<file path="config.mk">
export PLATFORM = sky130hd
export DESIGN_NAME = reg8b_piso
export DESIGN_NICKNAME = d
export VERILOG_FILES = /design/src/rtl/reg8b_pkg.sv /design/src/rtl/clk_en_div.sv /design/src/rtl/reg8b_piso.sv
export SDC_FILE = /design/constraint.sdc
export NUM_CORES = 1
export LEC_CHECK = 0
export BUFFER_PORTS_ARGS = -buffer_cell sky130_fd_sc_hd__buf_2
export CAP_MARGIN = 30
export CORE_MARGIN = 2
export CORE_UTILIZATION = 35
export CTS_BUF_LIST = sky130_fd_sc_hd__clkbuf_8
export DETAILED_ROUTE_END_ITERATION = 8
export PLACE_DENSITY = 0.5
export SYNTH_ARGS = -nofsm -noshare
export SYNTH_HDL_FRONTEND = slang
export SYNTH_SLANG_ARGS = --single-unit
</file>
<file path="constraint.sdc">
create_clock -name clk_50M -period 2.7 [get_ports clk_50M]
set_clock_uncertainty 0.05 [all_clocks]
set_input_delay 0.54 -clock clk_50M [delete_from_list [all_inputs] [get_ports clk_50M]]
set_output_delay 0.54 -clock clk_50M [all_outputs]
set_load 0.02 [all_outputs]
</file>
<file path="src/rtl/reg8b_pkg.sv">
// Shared types and constants for the 8-bit parallel-in / serial-out shifter.
package reg8b_pkg;

  localparam int DATA_W      = 8;
  localparam int DEFAULT_DIV = 25_000_000;

  typedef enum logic {
    IDLE  = 1'b0,
    SHIFT = 1'b1
  } state_e;

  // Bit of a word that sits next to the serial output for the chosen order.
  function automatic logic serial_bit(input logic [DATA_W-1:0] word, input logic msb_first);
    return msb_first ? word[DATA_W-1] : word[0];
  endfunction

endpackage

</file>
<file path="src/rtl/clk_en_div.sv">
// Free-running modulo-DIV counter producing a one-cycle clock enable (no derived clock).
module clk_en_div #(
  parameter int DIV = 4
) (
  input  logic clk_50M,
  input  logic reset,
  input  logic clr,
  output logic tick
);

  localparam int CNT_W = (DIV > 1) ? $clog2(DIV) : 1;
  localparam logic [CNT_W-1:0] LAST = CNT_W'(DIV - 1);

  logic [CNT_W-1:0] cnt_q;
  logic [CNT_W-1:0] cnt_d;
  logic             at_last;

  assign at_last = (cnt_q == LAST);

  always_comb begin
    cnt_d = cnt_q;
    if (clr || at_last) begin
      cnt_d = '0;
    end else begin
      cnt_d = cnt_q + 1'b1;
    end
  end

  always_ff @(posedge clk_50M) begin
    if (reset) begin
      cnt_q <= '0;
    end else begin
      cnt_q <= cnt_d;
    end
  end

  // Held low while cleared so an idle DIV=1 divider never fires.
  assign tick = at_last & ~clr;

endmodule

</file>
<file path="src/rtl/reg8b_piso.sv">
// 8-bit parallel-in serial-out shifter; each bit is held for DIV clk_50M cycles.
module reg8b_piso
  import reg8b_pkg::*;
#(
  parameter int DIV       = DEFAULT_DIV,
  parameter int MSB_FIRST = 1
) (
  input  logic              clk_50M,
  input  logic              reset,
  input  logic [DATA_W-1:0] data_in,
  input  logic              load,
  output logic              out,
  output logic              busy,
  output logic              done
);

  localparam logic MSB_SEL = (MSB_FIRST != 0);

  state_e            state_q;
  state_e            state_d;
  logic [DATA_W-1:0] shift_q;
  logic [DATA_W-1:0] shift_d;
  logic [2:0]        bit_cnt_q;
  logic [2:0]        bit_cnt_d;
  logic              out_q;
  logic              out_d;
  logic              done_q;
  logic              done_d;
  logic              div_clr;
  logic              tick;
  logic              last_tick;
  logic              capture;

  // Divider only runs in SHIFT, so it always starts a word from zero.
  assign div_clr = (state_q != SHIFT);

  clk_en_div #(
    .DIV (DIV)
  ) u_div (
    .clk_50M (clk_50M),
    .reset   (reset),
    .clr     (div_clr),
    .tick    (tick)
  );

  assign capture   = (state_q == IDLE) && load;
  assign last_tick = tick && (bit_cnt_q == 3'd7);

  // State register
  always_ff @(posedge clk_50M) begin
    if (reset) begin
      state_q <= IDLE;
    end else begin
      state_q <= state_d;
    end
  end

  // Next-state logic
  always_comb begin
    state_d = state_q;
    case (state_q)
      IDLE:    if (load)      state_d = SHIFT;
      SHIFT:   if (last_tick) state_d = IDLE;
      default: state_d = IDLE;
    endcase
  end

  // Output logic
  always_comb begin
    busy = (state_q == SHIFT);
    out  = out_q;
    done = done_q;
  end

  // Datapath next values; out is registered from the post-edge word.
  always_comb begin
    shift_d   = shift_q;
    bit_cnt_d = bit_cnt_q;
    if (capture) begin
      shift_d   = data_in;
      bit_cnt_d = 3'd0;
    end else if (tick) begin
      shift_d   = MSB_SEL ? {shift_q[DATA_W-2:0], 1'b0} : {1'b0, shift_q[DATA_W-1:1]};
      bit_cnt_d = bit_cnt_q + 3'd1;
    end
    out_d  = (state_d == SHIFT) ? serial_bit(shift_d, MSB_SEL) : 1'b0;
    done_d = last_tick;
  end

  always_ff @(posedge clk_50M) begin
    if (reset) begin
      shift_q   <= '0;
      bit_cnt_q <= 3'd0;
      out_q     <= 1'b0;
      done_q    <= 1'b0;
    end else begin
      shift_q   <= shift_d;
      bit_cnt_q <= bit_cnt_d;
      out_q     <= out_d;
      done_q    <= done_d;
    end
  end

endmodule

</file>
After elaboration in Yosys (flattened, before gate mapping)
Cells that the tools add are included.

word-level totals
  output and inout bits = 3
  word-level logic and storage cells = 26
  register bits = 39

cells by class
  reduce and logical (&&, ||, !) cells = 7
  equal/unequal tests = 2
  bitwise logic cells = 3
  $add $sub $neg = 2
  muxes and demuxes = 5

operators with widths
  cell                                                              count
  25-bit by 1-bit adder with 25-bit output (second input constant)  1
  25-bit equality test (second input constant)                      1
  8-bit 2-to-1 mux                                                  2
  2-bit OR reduction                                                3
  3-bit by 1-bit adder with 3-bit output (second input constant)    1
  3-bit equality test (second input constant)                       1
  1-bit logical AND                                                 2
  1-bit 2-to-1 mux                                                  2
  1-bit NOT                                                         2
  1-bit case mux with 2 select lines                                1
  2-bit nonzero test                                                1
  1-bit AND                                                         1
  1-bit logical OR                                                  1

Logic depth before layout (Yosys ltp)
Gate-level depths: netlist of the first run.

  depth in word-level cells = 7
  gate-level depth with buffers = 6
  gate-level depth less buffers = 5

Cells and area by module
From an unflattened synthesis of the first run, not the netlist that was laid out.

second synthesis, totals
  cell total of the unflattened synthesis = 197
  area total of the unflattened synthesis = 1844.3 um^2

by module, submodules not included
  module      area each (um^2)  cells each  instances
  clk_en_div  1179.9            139         1
  reg8b_piso  664.4             58          1

Least setup slack after synthesis of the first run
OpenSTA, ideal clock, no wires.

  path type = flip-flop to flip-flop
  start = register u_div.cnt_q[0]
  end = register state_q, in the netlist busy
  path buffers = 1
  stages on the path, launching flop included = 7
  slack = 0.875 ns
  data arrival time = 1.641 ns
  library setup time = 0.134 ns
  path through = dfxtp_1 ha_1 nand3_1 or4_4 buf_2 nor4_1 a211oi_1

between the ends
  cells in the longest elaborated chain, start to end = 5

RTL lines
  what                                line              source
  from (decl)                         clk_en_div.sv:14  logic [CNT_W-1:0] cnt_q;
  from (signal assigned)              clk_en_div.sv:33  cnt_q <= cnt_d;
  25-bit equality test                clk_en_div.sv:18  assign at_last = (cnt_q == LAST);
  1-bit AND                           clk_en_div.sv:38  assign tick = at_last & ~clr;
  1-bit logical AND                   reg8b_piso.sv:47  assign last_tick = tick && (bit_cnt_q == 3'd7);
  1-bit 2-to-1 mux                    reg8b_piso.sv:63  SHIFT: if (last_tick) state_d = IDLE;
  1-bit case mux with 2 select lines  reg8b_piso.sv:61  case (state_q)
  to (signal assigned)                reg8b_piso.sv:54  state_q <= state_d;
  to (decl)                           reg8b_piso.sv:19  state_e state_q;

Every way passes these cells.
A chain may end at the register's enable or synchronous reset.

Final worst setup path of the first run
  start = register u_div.cnt_q[8]
  end = register bit_cnt_q[0]

between the ends
  cells in the longest elaborated chain, start to end = 2

RTL lines
  what                  line              source
  25-bit equality test  clk_en_div.sv:18
  1-bit AND             clk_en_div.sv:38
  to (signal assigned)  reg8b_piso.sv:98  bit_cnt_q <= bit_cnt_d;
  to (decl)             reg8b_piso.sv:23  logic [2:0] bit_cnt_q;

Every way passes these cells.

==> out/metrics.cfg, run 1 <==
[finish]
multi_input_area_um2=967.2
drive_gt1_share_pct=13.12
nFillCells=544
num_antenna_cells=0
nets=234
layout.cells.non_filler=291
syn2layout_area_growth_pct=13.23
seq_area_um2=780.7

[synth]
synth_cell_types=34
ys_top_cells_by_area=dfxtp_1 43%, nand4_1 6.2%, xor2_1 5.3%, a21oi_1 4.1%, o31ai_1 3.3%
synth_largest_area_cell=dfxtp_1
synth-edff-count=0
ys_ff_latch=39
yosysSeqAreaShare_pct=42.77
yosysWarnings=0
synth.avg_cell_area_um2=8.776
syn_inst=208
synth_ff_type=dfxtp_1
synth_top_area_share_pct=42.77
ys_async_sr_fraction_pct=0
synth_area_mm2=0.001826
synth.net_count=222

[worst_setup_path]
worst-setup-path-type=flop to flop
timing.rr.start=u_div.cnt_q[8]
r2r_end=bit_cnt_q[0]
critPathMaxFanout=12
crit_start=u_div.cnt_q[8]
start_kind=flop
rrSetupSlack_ns=0.64
critPathRequiredTime_ns=2.89
endpoint=bit_cnt_q[0]
reg2reg_depth=4
cp-end-kind=flop
cp.arrival_ns=2.24

[clock_tree]
hold_buffers=0
post-cts-setup-buffers=0
root_buffer=clkbuf_8
cts_buffers=5
tritoncts=yes
cts_buffer_depth=2
cts_sinks=39
clk_pin_slew_worst_paths_ns=0.08
insertion_delay_ns=0.30
h-tree-depth=2
cts-resized-gates=0

[route]
dr_wl_met3_um=135
highest_layer=met4
viasPerCell=5.302
ant_nets=0
m1WireLength_mm=1.952
drt-pass1-iter-count=4
drc_errors=0
avgRoutedWirePerCell_um=13.66
routed-via-count=1543
drtIter0Drc=69
wl_mm=3.975
wl_met2_mm=1.815

[sta]
fin_crit_ns=2.057
setup_viol=0
fmax_ghz=0.4862
slew_viol_final=0
layout_worst_path_cycle_share_pct=76.17
rsz0062_at_grt=no
tns_ns=0
relSlewSlack_pct=63.94
tightest_slew_ns=0.5334
hold_viol=0

[power]
combPwrFrac_pct=4.6
p_per_area_mw_per_mm2=558.3
power_frac_clock_pct=44.2
p_int_w=0.0009044
p_sw_w=0.0002495
seqPwrFrac_pct=51.2
vdd_drop_max_mv=0.2461
p_leak_nw=0.6663
switching_share_pct=21.63

[placed_design]
dp.cells=283
dp_hpwl_mm=2.683
portBuffers=13
gp_congestion=0.7332

[global_route]
grt_max_degree=19
antenna_found_initial=0
first_global_vias=1474
grt_overflow=0
grt_first_pass_wirelength_mm=6.872
grtUsageTotal_pct=14.61

[die]
start_util_pct=35.97
io_pins=14
die_height_um=76.22
die_x_um=76.22
dieArea_mm2=0.005809
core-area_mm2=0.005075
rows=26

[min_path]
hold_path_class=flop to flop

[run]
maxCapViolCount=0

[run_status]
status=completed

==> state kept, by name, summed over array words and instances, names as in the netlist <==
| name | count |
|---|---|
| shift_q | 8 |
| bit_cnt_q | 3 |
| out | 1 |
| busy | 1 |
| done | 1 |
| u_div.cnt_q | 25 |
==> layout make-up <==
| class | instances | share of cell area [%] |
|---|---|---|
| clock inverter | 2 | 1.695 |
| inverter | 5 | 0.9080 |
| multi-input combinational | 152 | 46.79 |
| sequential | 39 | 37.77 |
| clock buffer | 6 | 3.995 |
| tap | 70 | 4.237 |
| timing repair buffer | 17 | 4.600 |
==> per-stage QoR <==
| step | util, % | setup slack [ns] | power (W) | hold slack (ns) | cell area (um2) |
|---|---|---|---|---|---|
| final | 40.73 | 0.6433 | 0.001154 | 0.4107 | 2067 |
| after floorplan | - | 0.8749 | 0.0006355 | 0.3761 | 1826 |
| after global placement | 38.41 | 0.6953 | 0.0006583 | 0.3979 | 1949 |
| after global routing | 40.73 | 0.4917 | 0.001205 | 0.4269 | 2067 |
| after CTS | 40.73 | 0.6453 | 0.001174 | 0.4146 | 2067 |
| after detailed placement | 38.41 | 0.6825 | 0.0006577 | 0.3957 | 1949 |
==> layer usage <==
metal / GRT usage, % / vias to the layer above
met5: 0 / -
li1: - / 810
met1: 18.67 / 705
met2: 22.65 / 23
met3: 4.502 / 5
met4: 6.545 / 0
==> cell usage in the layout (no fill, tap or decap), types with 3 or more instances in the layout <==
cell type  netlist  layout
dfxtp_1         39      39
nand4_1         18      18
nor2_1          15      15
a21oi_1         15      15
nand2_1         14      14
buf_2            8      13
xor2_1          11      11
nand3_1          9       9
o31ai_1          8       8
or4_1            8       8
o211ai_1         7       7
and4_1           6       6
a31oi_1          6       6
o21ai_0          6       6
clkbuf_8         0       6
inv_1            5       5
nor4_1           4       4
buf_4            1       4
or3_1            3       3
ha_1             3       3
==> cells in the mapped netlist, drive strengths merged (2+ instances only) <==
library cell and n:
a21oi 15, a311oi 2, a31oi 6, and2 2, and3 2, and4 6, buf 9, clkbuf 3
dfxtp 39, ha 3, inv 5, nand2 14, nand3 11, nand4 19, nor2 15, nor4 4
o211ai 7, o21ai 6, o31ai 8, or3 3, or4 9, xnor2 2, xor2 11
==> worst max-delay path, cell delays in order, from the launching register on <==
cell     delay, ns
dfxtp_1       0.39
nor4_1        0.48
nand4_1       0.49
or3_1         0.46
a21oi_1       0.14
==> logic make-up (layout without fill, tap and decap cells) <==
family | count (synthesis) | in the layout | share of synthesized area, %
fa+ha+maj | 3 | 3 | 2.056
buf+inv | 17 | 30 | 4.250
simple gates | 89 | 89 | 28.44
compound gates | 47 | 47 | 16.24
xor+xnor | 13 | 13 | 6.237
flops | 39 | 39 | 42.77
==> power groups by stage <==
stage | logic (W) | clock network, W | registers [W]
2_1_floorplan | 0.0000292 | 0 | 0.000606
3_3_place_gp | 0.0000538 | 0 | 0.000605
3_5_place_dp | 0.0000533 | 0 | 0.000604
4_1_cts | 0.0000536 | 0.000529 | 0.000591
5_1_grt | 0.0000598 | 0.000554 | 0.000592
6_report | 0.0000529 | 0.000510 | 0.000591
==> worst min path at each step <==
stage	from	to	slack, ns	depth (start not counted)
after floorplan	u_div.cnt_q[0]	u_div.cnt_q[0]	0.38	1
after detailed placement	u_div.cnt_q[0]	u_div.cnt_q[0]	0.40	1
after global routing	data_in[1]	shift_q[1]	0.43	3
after CTS	u_div.cnt_q[0]	u_div.cnt_q[0]	0.41	1
final	u_div.cnt_q[0]	u_div.cnt_q[0]	0.41	1
after global placement	u_div.cnt_q[0]	u_div.cnt_q[0]	0.40	1
No activity file was read; power rests on OpenSTA's default activity.
==> run 2: changes to the inputs <==
==> constraint.sdc (replaced) <==
create_clock -name clk_50M -period 2.1 [get_ports clk_50M]
set_clock_uncertainty 0.05 [all_clocks]
set_input_delay 0.42 -clock clk_50M [delete_from_list [all_inputs] [get_ports clk_50M]]
set_output_delay 0.42 -clock clk_50M [all_outputs]
set_load 0.02 [all_outputs]
==> run 2 against run 1 <==
Effect of this change: sequential share of layout area shrank 0.94 points; worst hold slack lost 0.090 ns; non-clock buffer count grew 7; utilization grew 1.0 points; clock power grew 26%; via count grew 2.1%; sequential cell count is the same; worst setup slack lost 0.53 ns; sequential power grew 29%; combinational power grew 24%.
==> out/metrics.cfg, run 2 (synthesis gave the netlist of run 1 again) <==
[finish]
final_cell_area_mm2=0.002120
largest_register_ffs=25
num_antenna_cells=0
drive_gt1_share_pct=15.79
nets=241
nFillCells=534
final_util_pct=41.77
final_cell_mix=39 x dfxtp_1, 18 x nand4_1, 15 x nor2_1, 15 x a21oi_1, 14 x nand2_1
top_regs=u_div.cnt_q: 25 flops, shift_q: 8 flops, bit_cnt_q: 3 flops
syn2layout_area_growth_pct=16.11
final_common_cell=dfxtp_1
regMostFlops=u_div.cnt_q

[worst_setup_path]
critPathRequiredTime_ns=2.28
critPathMaxFanout=14
start_kind=flop
critical-path-max-stage-delay_ns=0.65
cp.arrival_ns=2.16
crit_chain=ha_1 -> nand3_1 -> or4_4 -> or3_1 -> a21oi_1
worst-setup-path-type=flop to flop
path_delay_family=simple AND/OR/NAND/NOR gates
cp_slowest_cell=or4_4
worstPathBufferInverterCount=0
cp-end-kind=flop

[sta]
whs_ns=0.3203
hold_viol=0
slew_viol_final=0
relSlewSlack_pct=61.98
tightest_slew_ns=0.5651
layout_worst_path_cycle_share_pct=94.52
fmax_ghz=0.5038
tns_ns=0
rsz0062_at_grt=no
fin_crit_ns=1.985
setup_viol=0

[global_route]
grt_overflow=0
grt_first_pass_wirelength_mm=7.238
grtUsageTotal_pct=15.22
grt_max_degree=17
antenna_found_initial=0
first_global_vias=1502

[route]
viasPerCell=5.285
drt-pass1-iter-count=4
wl_mm=3.992
avgRoutedWirePerCell_um=13.40
drtIter0Drc=101
routed-via-count=1575
drc_errors=0
ant_nets=0

[placed_design]
dpl_cell_area_mm2=0.002002
portBuffers=13
gp_congestion=0.7851
dp_hpwl_mm=2.794

[clock_tree]
root_buffer=clkbuf_8
tritoncts=yes
insertion_delay_ns=0.29
hold_buffers=0
cts_buffer_depth=2
cts_sinks=39
cts_buffers=5
h-tree-depth=2
cts-resized-gates=0
post-cts-setup-buffers=0
clk_pin_slew_worst_paths_ns=0.08

[power]
switching_share_pct=20.92
power_frac_clock_pct=43.7
seqPwrFrac_pct=51.8
combPwrFrac_pct=4.5
p_sw_w=0.0003075
p_leak_nw=0.6993
p_per_area_mw_per_mm2=693.7
vdd_drop_max_mv=0.2548
p_int_w=0.001163

[die]
die_height_um=76.22
start_util_pct=35.97
io_pins=14
dieArea_mm2=0.005809
die_x_um=76.22
rows=26
core-area_mm2=0.005075

[min_path]
hold_path_class=input port to flop

[run_status]
status=completed

[run]
maxCapViolCount=0

run 2: power groups by stage:
stage | logic [W] | registers [W] | clock network [W]
after floorplan | 0.0000376 | 0.000780 | 0
after global placement | 0.0000666 | 0.000779 | 0
after detailed placement | 0.0000664 | 0.000779 | 0
after CTS | 0.0000667 | 0.000761 | 0.000672
after global routing | 0.0000756 | 0.000764 | 0.000704
final | 0.0000658 | 0.000762 | 0.000643
run 2: metal layers:
layer / global-route usage [%] / share of wire (%) / vias to the layer above / routed length, um
met5: 0 / 0 / - / 0
met4: 6.182 / 1.6 / 0 / 63
met3: 4.147 / 3.4 / 7 / 134
met2: 22.65 / 44 / 21 / 1763
met1: 20.81 / 51 / 720 / 2029
li1: - / - / 827 / -
run 2: area by class of cell:
type,instances,area [um2],share of cell area [%]
repair buffers,24,147.6,6.966
inverters,5,18.77,0.8855
flip-flops and latches,39,780.7,36.84
multi-input cells,152,967.2,45.63
clock inverters,2,35.03,1.653
well taps,70,87.58,4.132
clock buffers,6,82.58,3.896
run 2: path summary, 6_finish.rpt:
kind,depth (start not counted),from,slack [ns],to
worst max register to register,5,u_div.cnt_q[0],0.11,bit_cnt_q[0]
worst max-delay path,5,u_div.cnt_q[0],0.11,bit_cnt_q[0]
worst min-delay path,3,data_in[0],0.32,shift_q[0]
worst min register to register,1,u_div.cnt_q[0],0.41,u_div.cnt_q[0]
run 2: per-stage QoR:
step / setup WS (ns) / cells / total power, W
floorplan: 0.2749 / 208 / 0.0008171
global placement: 0.1466 / 290 / 0.0008459
detailed placement: 0.1149 / 290 / 0.0008453
CTS: 0.1021 / 298 / 0.001500
global route: 0.04330 / 298 / 0.001543
finish: 0.1150 / 298 / 0.001470
run 2: tightest hold or removal path: stages:
cell	delay, ns
buf_2	0.10
nand2_1	0.04
a21oi_1	0.05
==> run 3: changes to the inputs <==
--- a/config.mk
+++ b/config.mk
@@ -7,11 +7,13 @@
 export LEC_CHECK = 0
 export BUFFER_PORTS_ARGS = -buffer_cell sky130_fd_sc_hd__buf_2
 export CAP_MARGIN = 30
+export CELL_PAD_IN_SITES_DETAIL_PLACEMENT = 1
+export CELL_PAD_IN_SITES_GLOBAL_PLACEMENT = 1
 export CORE_MARGIN = 2
 export CORE_UTILIZATION = 35
 export CTS_BUF_LIST = sky130_fd_sc_hd__clkbuf_8
 export DETAILED_ROUTE_END_ITERATION = 8
-export PLACE_DENSITY = 0.5
+export PLACE_DENSITY = 0.62
 export SYNTH_ARGS = -nofsm -noshare
 export SYNTH_HDL_FRONTEND = slang
 export SYNTH_SLANG_ARGS = --single-unit
==> run 3 against run 2 <==
Effect of this change: final cell count decreased by 1.0%; largest power group unchanged; critical endpoint unchanged; fmax increased by 1.5%; utilization decreased by 0.91 points.
==> out/metrics.cfg, run 3 (synthesis gave the netlist of run 1 again) <==
[route]
routed-via-count=1639
avgRoutedWirePerCell_um=15.59
drc_errors=0
drtIter0Drc=56
viasPerCell=5.556
ant_nets=0
drt-pass1-iter-count=4
wl_mm=4.599

[finish]
drive_gt1_share_pct=13.78
final_cell_mix=39 x dfxtp_1, 18 x nand4_1, 15 x nor2_1, 15 x a21oi_1, 14 x nand2_1
final_common_cell=dfxtp_1
nFillCells=632
largest_register_ffs=25
top_regs=u_div.cnt_q: 25 flops, shift_q: 8 flops, bit_cnt_q: 3 flops
final_util_pct=40.85
nets=238
num_antenna_cells=0
regMostFlops=u_div.cnt_q
syn2layout_area_growth_pct=13.57

[power]
p_leak_nw=0.6821
vdd_drop_max_mv=0.2885
p_per_area_mw_per_mm2=630.0

[clock_tree]
root_buffer=clkbuf_8
cts_buffers=5
hold_buffers=0
cts_buffer_depth=2
cts_sinks=39
insertion_delay_ns=0.29
clk_pin_slew_worst_paths_ns=0.08
tritoncts=yes
h-tree-depth=2
post-cts-setup-buffers=0

[run_status]
status=completed

[sta]
fmax_ghz=0.5112
fin_crit_ns=1.956
hold_viol=0
layout_worst_path_cycle_share_pct=93.16
tns_ns=0
rsz0062_at_grt=no
setup_viol=0
tightest_slew_ns=0.5340
relSlewSlack_pct=64.35
slew_viol_final=0

[worst_setup_path]
critPathMaxFanout=14
reg2reg_depth=5
crit_chain=ha_1 -> nand3_1 -> or4_4 -> or3_1 -> a21oi_1
timing.rr.start=u_div.cnt_q[0]
critPathRequiredTime_ns=2.28
cp-end-kind=flop
worst-setup-path-type=flop to flop
crit_start=u_div.cnt_q[0]
cp.arrival_ns=2.13
cp_slowest_cell=or4_4
critical-path-max-stage-delay_ns=0.61
start_kind=flop

[global_route]
grt_max_degree=25
grt_overflow=0
grt_first_pass_wirelength_mm=7.997
antenna_found_initial=0
first_global_vias=1704
grtUsageTotal_pct=16.77

[placed_design]
gp_congestion=0.7661
portBuffers=13
dp_hpwl_mm=3.360

[die]
dieArea_mm2=0.005809
rows=26
core-area_mm2=0.005075
start_util_pct=35.97
die_height_um=76.22
die_x_um=76.22
io_pins=14

[run]
maxCapViolCount=0

[min_path]
hold_path_class=input port to flop
hold_start=data_in[5]
hold_path_depth=3

[run 3: critical path, delay by kind of cell (launching register included)]
kind	cells	cell delay, ns
AND/OR/NAND/NOR	3	1.12
AO/OA/AOI/OAI	1	0.13
adder cells (fa/ha/maj)	1	0.23
flip-flops	1	0.37
[run 3: layout make-up]
cell class | instances | area [um2] | area share (%)
well taps | 70 | 87.58 | 4.224
inverters | 5 | 18.77 | 0.9052
multi-input cells | 152 | 967.2 | 46.65
flip-flops and latches | 39 | 780.7 | 37.66
clock inverters | 3 | 12.51 | 0.6035
clock buffers | 5 | 68.82 | 3.319
repair buffers | 21 | 137.6 | 6.638
[run 3: timing repair]
item,4_1_cts,5_1_grt
gates resized for setup,0,1
endpoints found under the hold margin,0,0
endpoints found under the setup margin,0,3
[run 3: worst paths after layout]
path	endpoint	slack [ns]
worst max-delay path	bit_cnt_q[0]	0.14
worst max register to register	bit_cnt_q[0]	0.14
worst min-delay path	shift_q[5]	0.33
worst min register to register	u_div.cnt_q[0]	0.41
[run 3: through the flow]
| step | instances | worst slack (ns) | total power [W] | cell area, um2 | hold WS (ns) |
|---|---|---|---|---|---|
| after floorplan | 208 | 0.2749 | 0.0008171 | 1826 | 0.3761 |
| after global placement | 287 | 0.1514 | 0.0008431 | 1992 | 0.3880 |
| after detailed placement | 287 | 0.07008 | 0.0008478 | 1992 | 0.3981 |
| after CTS | 295 | 0.06521 | 0.001326 | 2073 | 0.3289 |
| after global routing | 295 | 0.004905 | 0.001374 | 2073 | 0.3374 |
| final | 295 | 0.1437 | 0.001306 | 2073 | 0.3314 |
[run 3: layer usage]
| metal | global-route usage, % | wire length [um] | up-vias |
|---|---|---|---|
| li1 | - | - | 820 |
| met1 | 19.19 | 2075 | 801 |
| met2 | 30.44 | 2382 | 13 |
| met3 | 4.028 | 95 | 5 |
| met4 | 5.636 | 45 | 0 |
| met5 | 0 | 0 | - |
[run 3: power by group]
part / switching (W) / leakage [nW] / internal [W] / total (W)
clock: 0.000253 / 0.0505 / 0.000223 / 0.000476
combinational: 0.0000391 / 0.316 / 0.0000257 / 0.0000648
sequential: 0.0000127 / 0.316 / 0.000753 / 0.000765
